--- src/rtl/intra4x4_mode_decision_if.sv ---
// Request/result bundle between the 4x4 luma extractor, the mode-decision stage and the residual stage.
interface intra4x4_mode_decision_if #(parameter int SAD_W = 12);
  logic              start;
  logic [15:0][7:0]  mb;
  logic [7:0][7:0]   toppixels;
  logic [4:0][7:0]   leftpixels;
  logic              top_avail;
  logic              left_avail;
  logic              busy;
  logic              done;
  logic [1:0]        best_mode;
  logic [SAD_W-1:0]  best_sad;
  logic [15:0][7:0]  pred;

  modport master (
    output start, mb, toppixels, leftpixels, top_avail, left_avail,
    input  busy, done, best_mode, best_sad, pred
  );

  modport slave (
    input  start, mb, toppixels, leftpixels, top_avail, left_avail,
    output busy, done, best_mode, best_sad, pred
  );
endinterface

--- src/rtl/intra4x4_mode_decision.sv ---
// Luma 4x4 intra mode decision: scores V, H, DC and DDL by SAD, one mode per cycle, keeps the best.
// state | meaning
// IDLE  | waiting for start, outputs hold the last result
// EVAL  | mode counter m = 0..3, one candidate scored per cycle
// DONE  | one-cycle done pulse with the result
module intra4x4_mode_decision #(
  parameter int SAD_W = 12
) (
  input logic clk,
  input logic reset,
  intra4x4_mode_decision_if.slave bus
);

  typedef enum logic [1:0] {IDLE, EVAL, DONE} state_t;

  state_t            state;
  logic [1:0]        m;
  logic [15:0][7:0]  mb_q;
  logic [7:0][7:0]   t_q;
  logic [4:0][7:0]   l_q;
  logic              top_q;
  logic              left_q;
  logic              busy_q;
  logic              done_q;
  logic              best_valid;
  logic [1:0]        best_mode_q;
  logic [SAD_W-1:0]  best_sad_q;
  logic [15:0][7:0]  pred_q;

  logic [9:0]        sum_t;
  logic [9:0]        sum_l;
  logic [10:0]       sum_tl;
  logic [9:0]        half;
  logic [7:0]        dc;
  logic [9:0]        ddl_acc;
  logic [6:0][7:0]   ddl;
  logic [15:0][7:0]  pred_cur;
  logic [7:0]        ad;
  logic [SAD_W-1:0]  sad_cur;
  logic              cand;

  always_comb begin
    sum_t    = '0;
    sum_l    = '0;
    ddl_acc  = '0;
    ddl      = '0;
    pred_cur = '0;
    sad_cur  = '0;
    ad       = '0;
    for (int i = 0; i < 4; i++) begin
      sum_t = sum_t + {2'b00, t_q[i]};
      sum_l = sum_l + {2'b00, l_q[i+1]};
    end
    sum_tl = {1'b0, sum_t} + {1'b0, sum_l} + 11'd4;
    half   = (top_q ? sum_t : sum_l) + 10'd2;
    if (top_q && left_q)
      dc = sum_tl[10:3];
    else if (top_q || left_q)
      dc = half[9:2];
    else
      dc = 8'd128;

    for (int k = 0; k < 6; k++) begin
      ddl_acc = {2'b00, t_q[k]} + {1'b0, t_q[k+1], 1'b0} + {2'b00, t_q[k+2]} + 10'd2;
      ddl[k]  = ddl_acc[9:2];
    end
    // Last diagonal has no t[8]; t[7] is repeated instead.
    ddl_acc = {2'b00, t_q[6]} + {1'b0, t_q[7], 1'b0} + {2'b00, t_q[7]} + 10'd2;
    ddl[6]  = ddl_acc[9:2];

    for (int y = 0; y < 4; y++) begin
      for (int x = 0; x < 4; x++) begin
        case (m)
          2'd0:    pred_cur[y*4+x] = t_q[x];
          2'd1:    pred_cur[y*4+x] = l_q[y+1];
          2'd2:    pred_cur[y*4+x] = dc;
          default: pred_cur[y*4+x] = ddl[x+y];
        endcase
      end
    end

    for (int i = 0; i < 16; i++) begin
      ad      = (mb_q[i] > pred_cur[i]) ? (mb_q[i] - pred_cur[i]) : (pred_cur[i] - mb_q[i]);
      sad_cur = sad_cur + SAD_W'(ad);
    end

    cand = !(((m == 2'd0) || (m == 2'd3)) && !top_q) && !((m == 2'd1) && !left_q);
  end

  always_ff @(posedge clk or negedge reset) begin
    if (!reset) begin
      state       <= IDLE;
      m           <= '0;
      mb_q        <= '0;
      t_q         <= '0;
      l_q         <= '0;
      top_q       <= 1'b0;
      left_q      <= 1'b0;
      busy_q      <= 1'b0;
      done_q      <= 1'b0;
      best_valid  <= 1'b0;
      best_mode_q <= '0;
      best_sad_q  <= '0;
      pred_q      <= '0;
    end else begin
      case (state)
        IDLE: begin
          done_q <= 1'b0;
          if (bus.start) begin
            mb_q       <= bus.mb;
            t_q        <= bus.toppixels;
            l_q        <= bus.leftpixels;
            top_q      <= bus.top_avail;
            left_q     <= bus.left_avail;
            busy_q     <= 1'b1;
            m          <= '0;
            best_sad_q <= '1;
            best_valid <= 1'b0;
            state      <= EVAL;
          end
        end
        EVAL: begin
          // Strict compare keeps the lower mode number on ties.
          if (cand && (!best_valid || (sad_cur < best_sad_q))) begin
            best_mode_q <= m;
            best_sad_q  <= sad_cur;
            pred_q      <= pred_cur;
            best_valid  <= 1'b1;
          end
          m <= m + 2'd1;
          if (m == 2'd3) begin
            state  <= DONE;
            done_q <= 1'b1;
          end
        end
        DONE: begin
          done_q <= 1'b0;
          busy_q <= 1'b0;
          state  <= IDLE;
        end
        default: state <= IDLE;
      endcase
    end
  end

  assign bus.busy      = busy_q;
  assign bus.done      = done_q;
  assign bus.best_mode = best_mode_q;
  assign bus.best_sad  = best_sad_q;
  assign bus.pred      = pred_q;

endmodule
--- src/flat_wrapper.sv ---
// flat-port wrapper written by rule: the top's interface ports become plain ports
module intra4x4_mode_decision_flat 
#(
  parameter int SAD_W = 12
)
  (clk, reset, bus_start, bus_mb, bus_toppixels, bus_leftpixels, bus_top_avail, bus_left_avail, bus_busy, bus_done, bus_best_mode, bus_best_sad, bus_pred);
  intra4x4_mode_decision_if #(.SAD_W(SAD_W)) bus_i ();
  input logic clk;
  input logic reset;
  input wire logic [$bits(bus_i.start)-1:0] bus_start;
  input wire logic [$bits(bus_i.mb)-1:0] bus_mb;
  input wire logic [$bits(bus_i.toppixels)-1:0] bus_toppixels;
  input wire logic [$bits(bus_i.leftpixels)-1:0] bus_leftpixels;
  input wire logic [$bits(bus_i.top_avail)-1:0] bus_top_avail;
  input wire logic [$bits(bus_i.left_avail)-1:0] bus_left_avail;
  output wire logic [$bits(bus_i.busy)-1:0] bus_busy;
  output wire logic [$bits(bus_i.done)-1:0] bus_done;
  output wire logic [$bits(bus_i.best_mode)-1:0] bus_best_mode;
  output wire logic [$bits(bus_i.best_sad)-1:0] bus_best_sad;
  output wire logic [$bits(bus_i.pred)-1:0] bus_pred;
  assign bus_i.start = bus_start;
  assign bus_i.mb = bus_mb;
  assign bus_i.toppixels = bus_toppixels;
  assign bus_i.leftpixels = bus_leftpixels;
  assign bus_i.top_avail = bus_top_avail;
  assign bus_i.left_avail = bus_left_avail;
  assign bus_busy = bus_i.busy;
  assign bus_done = bus_i.done;
  assign bus_best_mode = bus_i.best_mode;
  assign bus_best_sad = bus_i.best_sad;
  assign bus_pred = bus_i.pred;
  intra4x4_mode_decision #(.SAD_W(SAD_W)) u_core (.clk(clk), .reset(reset), .bus(bus_i));
endmodule
--- config.mk ---
export PLATFORM = sky130hd
export DESIGN_NAME = intra4x4_mode_decision_flat
export DESIGN_NICKNAME = d
export VERILOG_FILES = /design/src/rtl/intra4x4_mode_decision_if.sv /design/src/rtl/intra4x4_mode_decision.sv /design/src/flat_wrapper.sv
export SDC_FILE = /design/constraint.sdc
export NUM_CORES = 2
export LEC_CHECK = 0
export CAP_MARGIN = 25
export CORE_MARGIN = 1.5
export CORE_UTILIZATION = 55
export DETAILED_ROUTE_END_ITERATION = 7
export MAX_ROUTING_LAYER = met4
export PLACE_DENSITY_LB_ADDON = 0.05
export SYNTH_ARGS = -nofsm -noshare
export SYNTH_HDL_FRONTEND = slang
export SYNTH_SLANG_ARGS = --single-unit
--- constraint.sdc ---
create_clock -name clk -period 16.72 [get_ports clk]
set_clock_uncertainty 0.15 [all_clocks]
set_input_delay 2.508 -clock clk [delete_from_list [all_inputs] [get_ports clk]]
set_output_delay 2.508 -clock clk [all_outputs]
set_load 0.005 [all_outputs]
==> flow_metrics.tcl <==
set metrics [dict create \
    nets 5153 \
    cts.repair.resized 0 \
    transition_time_of_the_tightest_slew_check_pin_ps 1110 \
    post-route-worst-setup-slack_ps 719 \
    drt_iter0_markers 2419 \
    worst_path_most_repeated_cell "sky130_fd_sc_hd__fa_1" \
    min_delay_path_depth 2 \
    netlist_instances 3912 \
    finalWorstPathRequiredPeriod_ps 16000 \
    drc 0 \
    totalWireLength_mm 126 \
    post_synth_xor_area_fraction 0.0450 \
    cts_inserted_buffers 47 \
    critPathCaptureType "register" \
    area_post_placement_sq_mm 0.0395 \
    estimated_wirelength_of_the_detail_placed_design_mm 100 \
    worstSkewPairLatency_ps 650 \
    placement.io_buffers 372 \
    placeableCoreArea_sq_mm 0.0618 \
    synthesis.area_per_instance_sq_um 8.80 \
    synth_seq_area_share 0.273 \
    routed-via-count 30200 \
    layout.cells.most_common_list "sky130_fd_sc_hd__nand2_1 (631), sky130_fd_sc_hd__inv_1 (496), sky130_fd_sc_hd__o21ai_0 (444)" \
    synth_top_cells_by_area "sky130_fd_sc_hd__dfrtp_1 (27%), sky130_fd_sc_hd__ha_1 (15%), sky130_fd_sc_hd__fa_1 (11%)" \
    timing.setup.critical_path_class "reg2reg" \
    synth.distinct_cells 97 \
    grt_overflow 0 \
    layout.cell_area.non_filler_sq_mm 0.0412 \
    cts_hold_buf 0 \
    ys.warnings.count 0 \
    finalWeightedCongestion 1.03 \
    drtPass1Iterations 6 \
    synth_enable_flop_cells 0 \
    cts.path.max_buffers 3 \
    final_max_slew_viol_count 0 \
    synth_fa_ha_area_frac 0.265 \
    final-setup-viol-count 0 \
    ys.flop_type "sky130_fd_sc_hd__dfrtp_1" \
    avgViaCountPerCell 5.84 \
    max_clock_freq_ghz 0.0625 \
    crit_path_max_fanout 32 \
    htree_num_levels 2 \
    post_route_core_utilization 0.666 \
    post_cts_buffers 0 \
    grt_use_total 0.404 \
    hold_viol 0 \
    grt_setup_unrepaired "no" \
    first_global_vias 29600 \
    clock-sinks 375 \
    io_pins 381 \
    syn_area_sq_mm 0.0344 \
    synth_fp_nets 4761 \
    postSynth.asyncResetShare 1.00 \
    hold_path_class "reg2reg" \
    cells_on_worst_reg2reg_path 60 \
    critPathSlowestCell "sky130_fd_sc_hd__fa_1" \
    cp_data_required_time_ps 17000 \
    cts.reportedPaths.clkPinSlew_ps 60 \
    antenna_found_initial 4 \
    cts_tree "yes" \
    final_min_period_over_clock_period 0.957 \
    totalNegativeSetupSlack_ps 0 \
    die_height_um 253 \
    timing.critical_path.from_type "register" \
    cp_slowest_stage_delay_ps 590 \
    timing.slew.headroom 0.259 \
    grt_max_degree 222 \
    routed_wl_per_cell_um 24.3 \
    share_of_cell_area_taken_by_muxes_after_synthesis 0.0407 \
    row_count 91 \
    max-cap-violations 0 \
    synthSimpleGateAreaFrac 0.122 \
    layout.cells.most_common "sky130_fd_sc_hd__nand2_1" \
    pre_cts_ws_ps 533 \
    arrival_ps 16280 \
    post-synth-top-area-cell "sky130_fd_sc_hd__dfrtp_1" \
    synth_top_family_by_area "adder cells" \
    final_layout_size_suffix_gt1_frac 0.0733 \
    first_pass_grt_wire_length_mm 185 \
    synth_top_cell_area_share 0.273 \
    syn_to_final_growth_pct 19.7 \
    ys_ff_latch 375 \
    ctsRootBufferMaster "sky130_fd_sc_hd__clkbuf_16" \
    status "finished clean" \
    overall_die_width_um 253 \
    fp.dieArea_sq_mm 0.0641 \
    remaining_number_of_nets_flagged_by_the_antenna_check_after_routing 0 \
    complex_gate_fraction_of_the_synthesized_area 0.184 \
    initial_util 0.557 \
]
worst max-delay path: cells and delay by family, from the launching register on:
kind | cells | cell delay (ps)
buf+inv | 9 | 820
simple gates | 4 | 950
flops | 1 | 370
compound gates | 25 | 5470
fa+ha+maj | 16 | 6780
mux | 2 | 590
xor+xnor | 4 | 620
cells in the mapped netlist (15+ instances only):
master / number
sky130_fd_sc_hd__a211oi_1: 20
sky130_fd_sc_hd__a21o_1: 61
sky130_fd_sc_hd__a21oi_1: 204
sky130_fd_sc_hd__a31o_2: 34
sky130_fd_sc_hd__a31oi_1: 34
sky130_fd_sc_hd__a41oi_1: 15
sky130_fd_sc_hd__and3_1: 21
sky130_fd_sc_hd__buf_2: 19
sky130_fd_sc_hd__clkbuf_1: 105
sky130_fd_sc_hd__dfrtp_1: 375
sky130_fd_sc_hd__fa_1: 196
sky130_fd_sc_hd__ha_1: 416
sky130_fd_sc_hd__inv_1: 496
sky130_fd_sc_hd__mux2_2: 39
sky130_fd_sc_hd__mux2i_1: 96
sky130_fd_sc_hd__nand2_1: 631
sky130_fd_sc_hd__nand2b_1: 43
sky130_fd_sc_hd__nand3_1: 16
sky130_fd_sc_hd__nand4_1: 16
sky130_fd_sc_hd__nor2_1: 94
sky130_fd_sc_hd__nor2b_1: 59
sky130_fd_sc_hd__nor3_1: 23
sky130_fd_sc_hd__o21a_1: 17
sky130_fd_sc_hd__o21ai_0: 451
sky130_fd_sc_hd__o21bai_1: 39
sky130_fd_sc_hd__o22ai_1: 16
sky130_fd_sc_hd__xnor2_1: 117
sky130_fd_sc_hd__xor2_1: 60
through the flow:
| stage | std cells | hold WS, ps |
|---|---|---|
| floorplan | 3912 | 300 |
| finish | 5179 | 326 |
| global placement | 5084 | 311 |
| CTS | 5169 | 331 |
| detailed placement | 5086 | 319 |
| global route | 5177 | 351 |
logic make-up (layout without fill, tap and decap cells):
logic type      after synthesis  after routing
compound gates             1023           1024
xor+xnor                    177            177
fa+ha+maj                   612            612
buf+inv                     635           1060
flops                       375            375
mux                         135            135
other cells                   0              4
simple gates                955            955
flip-flops by register name, indices dropped and copies added, names as in the netlist:
name	cells
u_core.mb_q	128
u_core.state	2
u_core.m	2
u_core.l_q	32
u_core.left_q	1
u_core.bus.busy	1
u_core.t_q	64
u_core.bus.best_sad	12
u_core.best_valid	1
u_core.bus.pred	128
u_core.bus.done	1
u_core.top_q	1
u_core.bus.best_mode	2
routing by layer:
metal  vias up  wire length [um]  share of wire  global-route usage
met5         -                 0              0                   -
met4         0              7670          0.061               0.209
met2      1247             57200           0.45               0.624
li1      13900                 -              -                   -
met1     14700             50100           0.40               0.505
met3       313             10700          0.085              0.0782
cell type report:
class / instances / area [sq um]
Clock buffer: 67 / 1350
Fill cell: 5232 / 20600
Timing Repair Buffer: 479 / 4610
Sequential cell: 375 / 9380
Antenna cell: 4 / 10.0
Clock inverter: 16 / 230
Inverter: 498 / 1870
Multi-Input combinational cell: 2903 / 22700
Tap cell: 837 / 1050
worst paths after layout:
| check | from | to | slack, ps |
|---|---|---|---|
| max | u_core.l_q[16] | u_core.bus.pred[126] | 720 |
| min | u_core.bus.pred[93] | u_core.bus.pred[93] | 330 |
| max reg2reg | u_core.l_q[16] | u_core.bus.pred[126] | 720 |
| min reg2reg | u_core.bus.pred[93] | u_core.bus.pred[93] | 330 |
| max in group asynchronous | reset | u_core.mb_q[17] | 12790 |
| min in group asynchronous | reset | u_core.bus.pred[99] | 1750 |
Power is not shown: default switching activity piles up to over one toggle a cycle in this logic, so the estimate is an artifact.
